**config.mk**
```make
export PLATFORM = sky130hd
export DESIGN_NAME = sio_remote
export DESIGN_NICKNAME = d
export VERILOG_FILES = /design/src/rtl/sio_pkg.sv /design/src/rtl/sio_remote_tx.sv /design/src/rtl/sio_remote.sv
export SDC_FILE = /design/constraint.sdc
export NUM_CORES = 1
export LEC_CHECK = 0
export BUFFER_PORTS_ARGS = -buffer_cell sky130_fd_sc_hd__buf_4
export CORE_UTILIZATION = 35
export CTS_CLUSTER_SIZE = 16
export DETAILED_ROUTE_END_ITERATION = 7
export HOLD_SLACK_MARGIN = 0.06
export PLACE_DENSITY = 0.55
export SYNTH_ARGS = -nofsm -noshare
export SYNTH_HDL_FRONTEND = slang
export SYNTH_SLANG_ARGS = --single-unit
export TNS_END_PERCENT = 10
```
**constraint.sdc**
```tcl
create_clock -name c -period 2.65 [get_ports c]
set_clock_uncertainty 0.1 [all_clocks]
set_input_delay 0.265 -clock c [delete_from_list [all_inputs] [get_ports c]]
set_output_delay 0.265 -clock c [all_outputs]
set_load 0.03 [all_outputs]
```
**src/rtl/sio_pkg.sv**
```systemverilog
// Shared constants and state encoding for the remote-end serial IO engine.
package sio_pkg;

    localparam int NA       = 7;
    localparam int ND       = 32;
    localparam int NBT      = 1 + NA + ND;
    localparam int TA       = 16;
    localparam int PRE_LEN  = 2;
    localparam int CW       = 6;

    localparam int RW_POS   = NBT - 1;
    localparam int ADDR_LSB = ND;
    localparam int DATA_LSB = 0;

    typedef enum logic [2:0] {
        IDLE,
        RX,
        TURN,
        PRE,
        TX,
        GUARD
    } state_t;

endpackage

```
**src/rtl/sio_remote_tx.sv**
```systemverilog
// Response serialiser: start bit plus ND data bits MSB first, then one stop bit.
module sio_remote_tx
    import sio_pkg::*;
(
    input  logic          c,
    input  logic          rst_n,
    input  logic          pre,
    input  logic          load,
    input  logic [ND-1:0] data,
    output logic          sdo,
    output logic          t,
    output logic          done
);

    localparam int NS = ND + 1;

    logic [NS-1:0] sh;
    logic [CW-1:0] bit_cnt;
    logic          busy;

    // done marks the stop-bit cycle, the last cycle the line is driven
    assign done = busy && (bit_cnt == CW'(NS));

    always_ff @(posedge c or negedge rst_n) begin
        if (!rst_n) begin
            sh      <= '1;
            bit_cnt <= '0;
            busy    <= 1'b0;
        end else if (load) begin
            sh      <= {1'b0, data};
            bit_cnt <= '0;
            busy    <= 1'b1;
        end else if (busy) begin
            if (done) begin
                busy <= 1'b0;
            end else begin
                sh      <= {sh[NS-2:0], 1'b1};
                bit_cnt <= bit_cnt + 1'b1;
            end
        end
    end

    always_comb begin
        t   = !(pre || busy);
        sdo = 1'b1;
        if (busy && !done) begin
            sdo = sh[NS-1];
        end
    end

endmodule

```
**src/rtl/sio_remote.sv**
```systemverilog
// Device-side serial IO engine: receives host frames, strobes the register
// file, and returns read data on the shared half-duplex line.
//
// state | meaning
// IDLE  | line idle, waiting for a start bit on s2
// RX    | shifting in NBT payload bits
// TURN  | line released for TA cycles, collecting rd_ack
// PRE   | driving two idle-high bits before the response
// TX    | driving start, data and stop bits
// GUARD | line released, waiting for two consecutive high samples
module sio_remote
    import sio_pkg::*;
(
    input  logic          c,
    input  logic          rst_n,
    input  logic          sdi,
    output logic          sdo,
    output logic          t,
    output logic          wr,
    output logic          rd,
    output logic [NA-1:0] addr,
    output logic [ND-1:0] wdata,
    input  logic          rd_ack,
    input  logic [ND-1:0] rd_data,
    output logic          err
);

    state_t         state;
    state_t         state_nx;
    logic           s1;
    logic           s2;
    logic [CW-1:0]  cnt;
    logic [NBT-2:0] sh;
    logic [NBT-1:0] frame;
    logic           acked;
    logic [ND-1:0]  rsp;

    logic rx_last;
    logic ta_last;
    logic pre_last;
    logic ack_take;
    logic have_data;
    logic tx_done;

    assign frame     = {sh, s2};
    assign rx_last   = (state == RX)   && (cnt == CW'(NBT - 1));
    assign ta_last   = (state == TURN) && (cnt == CW'(TA - 1));
    assign pre_last  = (state == PRE)  && (cnt == CW'(PRE_LEN - 1));
    // an ack in the same cycle as the rd strobe cannot belong to this request
    assign ack_take  = (state == TURN) && !rd && !acked && rd_ack;
    assign have_data = acked || ack_take;

    always_comb begin
        state_nx = state;
        case (state)
            IDLE:    if (!s2) state_nx = RX;
            RX:      if (rx_last) state_nx = frame[RW_POS] ? TURN : IDLE;
            TURN:    if (ta_last) state_nx = have_data ? PRE : GUARD;
            PRE:     if (pre_last) state_nx = TX;
            TX:      if (tx_done) state_nx = GUARD;
            GUARD:   if (s2 && (cnt == CW'(1))) state_nx = IDLE;
            default: state_nx = IDLE;
        endcase
    end

    always_ff @(posedge c or negedge rst_n) begin
        if (!rst_n) begin
            s1    <= 1'b1;
            s2    <= 1'b1;
            state <= IDLE;
            cnt   <= '0;
        end else begin
            s1    <= sdi;
            s2    <= s1;
            state <= state_nx;
            if (state_nx != state) begin
                cnt <= '0;
            end else begin
                case (state)
                    RX, TURN, PRE: cnt <= cnt + 1'b1;
                    GUARD:         cnt <= s2 ? cnt + 1'b1 : '0;
                    default:       cnt <= '0;
                endcase
            end
        end
    end

    always_ff @(posedge c or negedge rst_n) begin
        if (!rst_n) begin
            sh    <= '0;
            wr    <= 1'b0;
            rd    <= 1'b0;
            err   <= 1'b0;
            addr  <= '0;
            wdata <= '0;
            acked <= 1'b0;
            rsp   <= '0;
        end else begin
            wr  <= 1'b0;
            rd  <= 1'b0;
            err <= 1'b0;
            if (state == RX) begin
                sh <= {sh[NBT-3:0], s2};
                if (rx_last) begin
                    addr <= frame[ADDR_LSB +: NA];
                    if (frame[RW_POS]) begin
                        rd    <= 1'b1;
                        acked <= 1'b0;
                    end else begin
                        wr    <= 1'b1;
                        wdata <= frame[DATA_LSB +: ND];
                    end
                end
            end
            if (ack_take) begin
                acked <= 1'b1;
                rsp   <= rd_data;
            end
            if (ta_last && !have_data) begin
                err <= 1'b1;
            end
        end
    end

    sio_remote_tx u_tx (
        .c     (c),
        .rst_n (rst_n),
        .pre   (state == PRE),
        .load  (pre_last),
        .data  (rsp),
        .sdo   (sdo),
        .t     (t),
        .done  (tx_done)
    );

endmodule

```
==> results.md <==
- Outcome: complete, no violations
- Core Region: 18900 µm²
- Power per standard cell area: 658 nW/µm²
- Post-cts repair resize count: 0
- Post-layout util: 45.9%
- Pin count of the biggest net entering global routing: 71
- Number of port buffers: 79
- Rows: 50
- Peak supply drop: 0.385 mV
- Post-synthesis xor/xnor area fraction: 1.16%
- Avg Vias per Cell: 4.61
- Pre-CTS setup slack: 473 ps
- Nets: 653
- DRC Markers: 0
- Largest cells by area after synthesis: dfrtp_1, mux2_2, dfstp_2
- Drt pass-1 iters: 4
- P_int: 4.36 mW
- Die area: 20000 µm²
- Critical-path cell list: nor4b_1 > a21boi_4 > nand2b_1 > buf_4
- FF-to-FF End: wdata[9]$_DFFE_PN0P_
- GR Overflow Total: 0
- # fillers: 1715
- Synth area leader: dfrtp_1
- Setup TNS Final: 0 ps
- R2r worst-path depth: 5
- Placed Area: 7740 µm²
- RD Place Congestion: 0.814
- Critical Path Max Stage Delay: 640 ps
- Sw Share: 23.6%
- Type of origin of the critical path: flip-flop
- Crit. End Element: primary output
- Critical Path AT: 2070 ps
- Critical-path top delay cell: nor4b_1
- Clock sinks: 165
- Final hold violation count: 0
- Netlist Area Pre-Place: 6810 µm²
- Worst Tran Pin Value: 673 ps
- Post-synthesis simple-gate area fraction: 7.00%
- Synth top cells by count: dfrtp_1, mux2_2, nand2_1
- Comb power frac: 9.3%
- Crit path to: sdo
- CTS H-tree depth: 4
- Total global routing track utilization: 13.8%
- Setup ws final: 216 ps
- Drt initial violations: 202
- Dpl cells: 820
- Mux contribution to synthesized area: 22.9%
- FFs w/ async S/R, synth: 100%
- Share of the synthesized area in the top cell type: 47.8%
- Max_slew headroom: 54.5%
- Setup violations, final: 0
- CTS Buf Count: 17
- RSZ-0062 raised after global routing: false
- Largest family of logic cells by synthesized area: multiplexers
- CP startpoint: u_tx.bit_cnt[2]$_DFFE_PN0P_
- NetSw: 1.35 mW
- Clock buffer depth: 2
- Clk pin slew, worst setup/hold paths: 70 ps
- Crit path required time: 2290 ps
- Lkg Pwr: 4.17 nW
- Chip Width: 141 µm
- Syn avg cell area: 13.8 µm²
- Pwr Total: 5.70 mW
- Hold depth: 3
- Predominant post-synthesis flop cell: dfrtp_1
- Final Critical Period: 2430 ps
- CTS tree: done
- IO Pins: 80
- Diodes inserted: 0
- Count leader, synth: dfrtp_1
- Sequential share of power: 48.2%
- Layout cells sized above 1: 44.1%
- R2r setup slk: 470 ps
- Adder-Cell Fraction of Synth Area: 0.735%
- Synth Area in Compound Gates: 4.32%
- Seq cells post-synth: 165
- Area Growth Syn to Fin: 27.4%
- Synth Instances: 494
- Max_cap viols: 0
- Worst skew pair latency: 420 ps
- Worst Hold Class: primary input to flip-flop
- Fin Hold WS: 221 ps
- Vias in the first global route: 4321
- Max Clk Rate: 0.411 GHz
- Non-Filler Instances: 886
- Post-synth cell types: 49
- ANT nets after route: 0
- Syn_nets: 534
- Critical path type: flip-flop to primary output
- Die height: 141 µm
- Clock Power Share: 42.4%
- Post-synthesis sequential area ratio: 61.3%
- WL/cell: 14.2 µm
- Reg2reg start: cnt[3]$_DFF_PN0_
- Via count: 4082
- CP max FO: 14
- Cell area after layout: 8670 µm²
- Final wirelength: 12.6 mm
- Root buf cell: clkbuf_16
- Initial antenna violation count: 0
- EDFF count, synth: 0
- Dpl hpwl: 8.19 mm
- Yosys Warn Count: 0
- Fin crit share: 91.9%
- First-pass GRT wire length: 21.5 mm
- Initial Utilization: 36.0%
- Slew Limit Fails: 0
logic make-up (layout without fill, tap and decap cells):
logic type	Yosys count	in the layout
xor gates and xnor gates	9	9
adders and majority gates	4	4
AOI/OAI and AO/OA	49	49
DFF	165	165
buffers and inverters	29	161
muxes	142	142
and+or+nand+nor	96	96
layout by cell type (no fill, tap or decap), types with 2 or more instances in the layout:
cell	instances
dfstp_2	35
dlygate4sd3_1	34
clkinv_4	4
inv_1	5
clkinvlp_4	2
clkbuf_16	17
nor3_1	6
and2b_1	2
and3_1	3
nand2_1	37
clkinv_2	3
mux2i_1	33
nor2_4	2
nor2b_1	3
inv_6	3
or3b_1	2
nor2_1	18
mux2_2	109
buf_12	5
xor2_1	5
xnor2_1	4
or3_1	2
buf_4	84
or2_2	2
nand4_1	2
nand2b_1	2
bufinv_16	2
o21ai_0	31
a21oi_1	5
ha_1	4
nand3_1	6
dfrtp_1	130
registers in the layout (all words and copies together), names as in the netlist, 3 cells and up:
register and flops:
cnt 6, u_tx.bit_cnt 6, u_tx.sh 33, rsp 32
state 3, sh 39, addr 7, wdata 32
layer usage:
layer,part of all wire (%),track usage [%],vias to the layer above
li1,-,-,1974
met1,47,17.2,2020
met2,46,22.1,75
met3,5.8,5.23,13
met4,1.3,4.53,0
met5,0,0,-
cell type report:
cell class                 instances  area, µm²  area share (%)
clock inverter                    14        151            1.75
sequential                       165       4170            48.1
inverter                           5       18.8           0.216
multi-input combinational        300       2480            28.6
clock buffer                      18        439            5.06
tap                              260        325            3.75
timing repair buffer             124       1080            12.5
power groups by stage:
stage | clock network, mW | registers, mW | logic (mW)
finish | 2.42 | 2.75 | 0.533
global route | 2.62 | 2.77 | 0.599
CTS | 2.50 | 2.75 | 0.541
detailed placement | 0 | 2.79 | 0.498
global placement | 0 | 2.79 | 0.480
floorplan | 0 | 2.77 | 0.321
critical path: cells and delay by family, from the launching register on:
kind / cells / cell delay (ps)
simple gates: 2 / 780
flops: 1 / 420
compound gates: 1 / 290
buf+inv: 1 / 160
worst min path at each step:
stage                start             endpoint  slack (ps)
global route        rd_ack        err$_DFF_PN0_         220
global placement     rst_n  rsp[31]$_DFFE_PN0P_         180
finish              rd_ack        err$_DFF_PN0_         220
floorplan            rst_n    acked$_DFFE_PN0P_        -130
detailed placement   rst_n  rsp[31]$_DFFE_PN0P_         180
CTS                 rd_ack        err$_DFF_PN0_         210
what timing repair did:
action                    CTS  global route
buffers inserted            0             0
hold buffers               34             0
hold endpoints to repair   58             0
(Power assumes the default switching activity.)
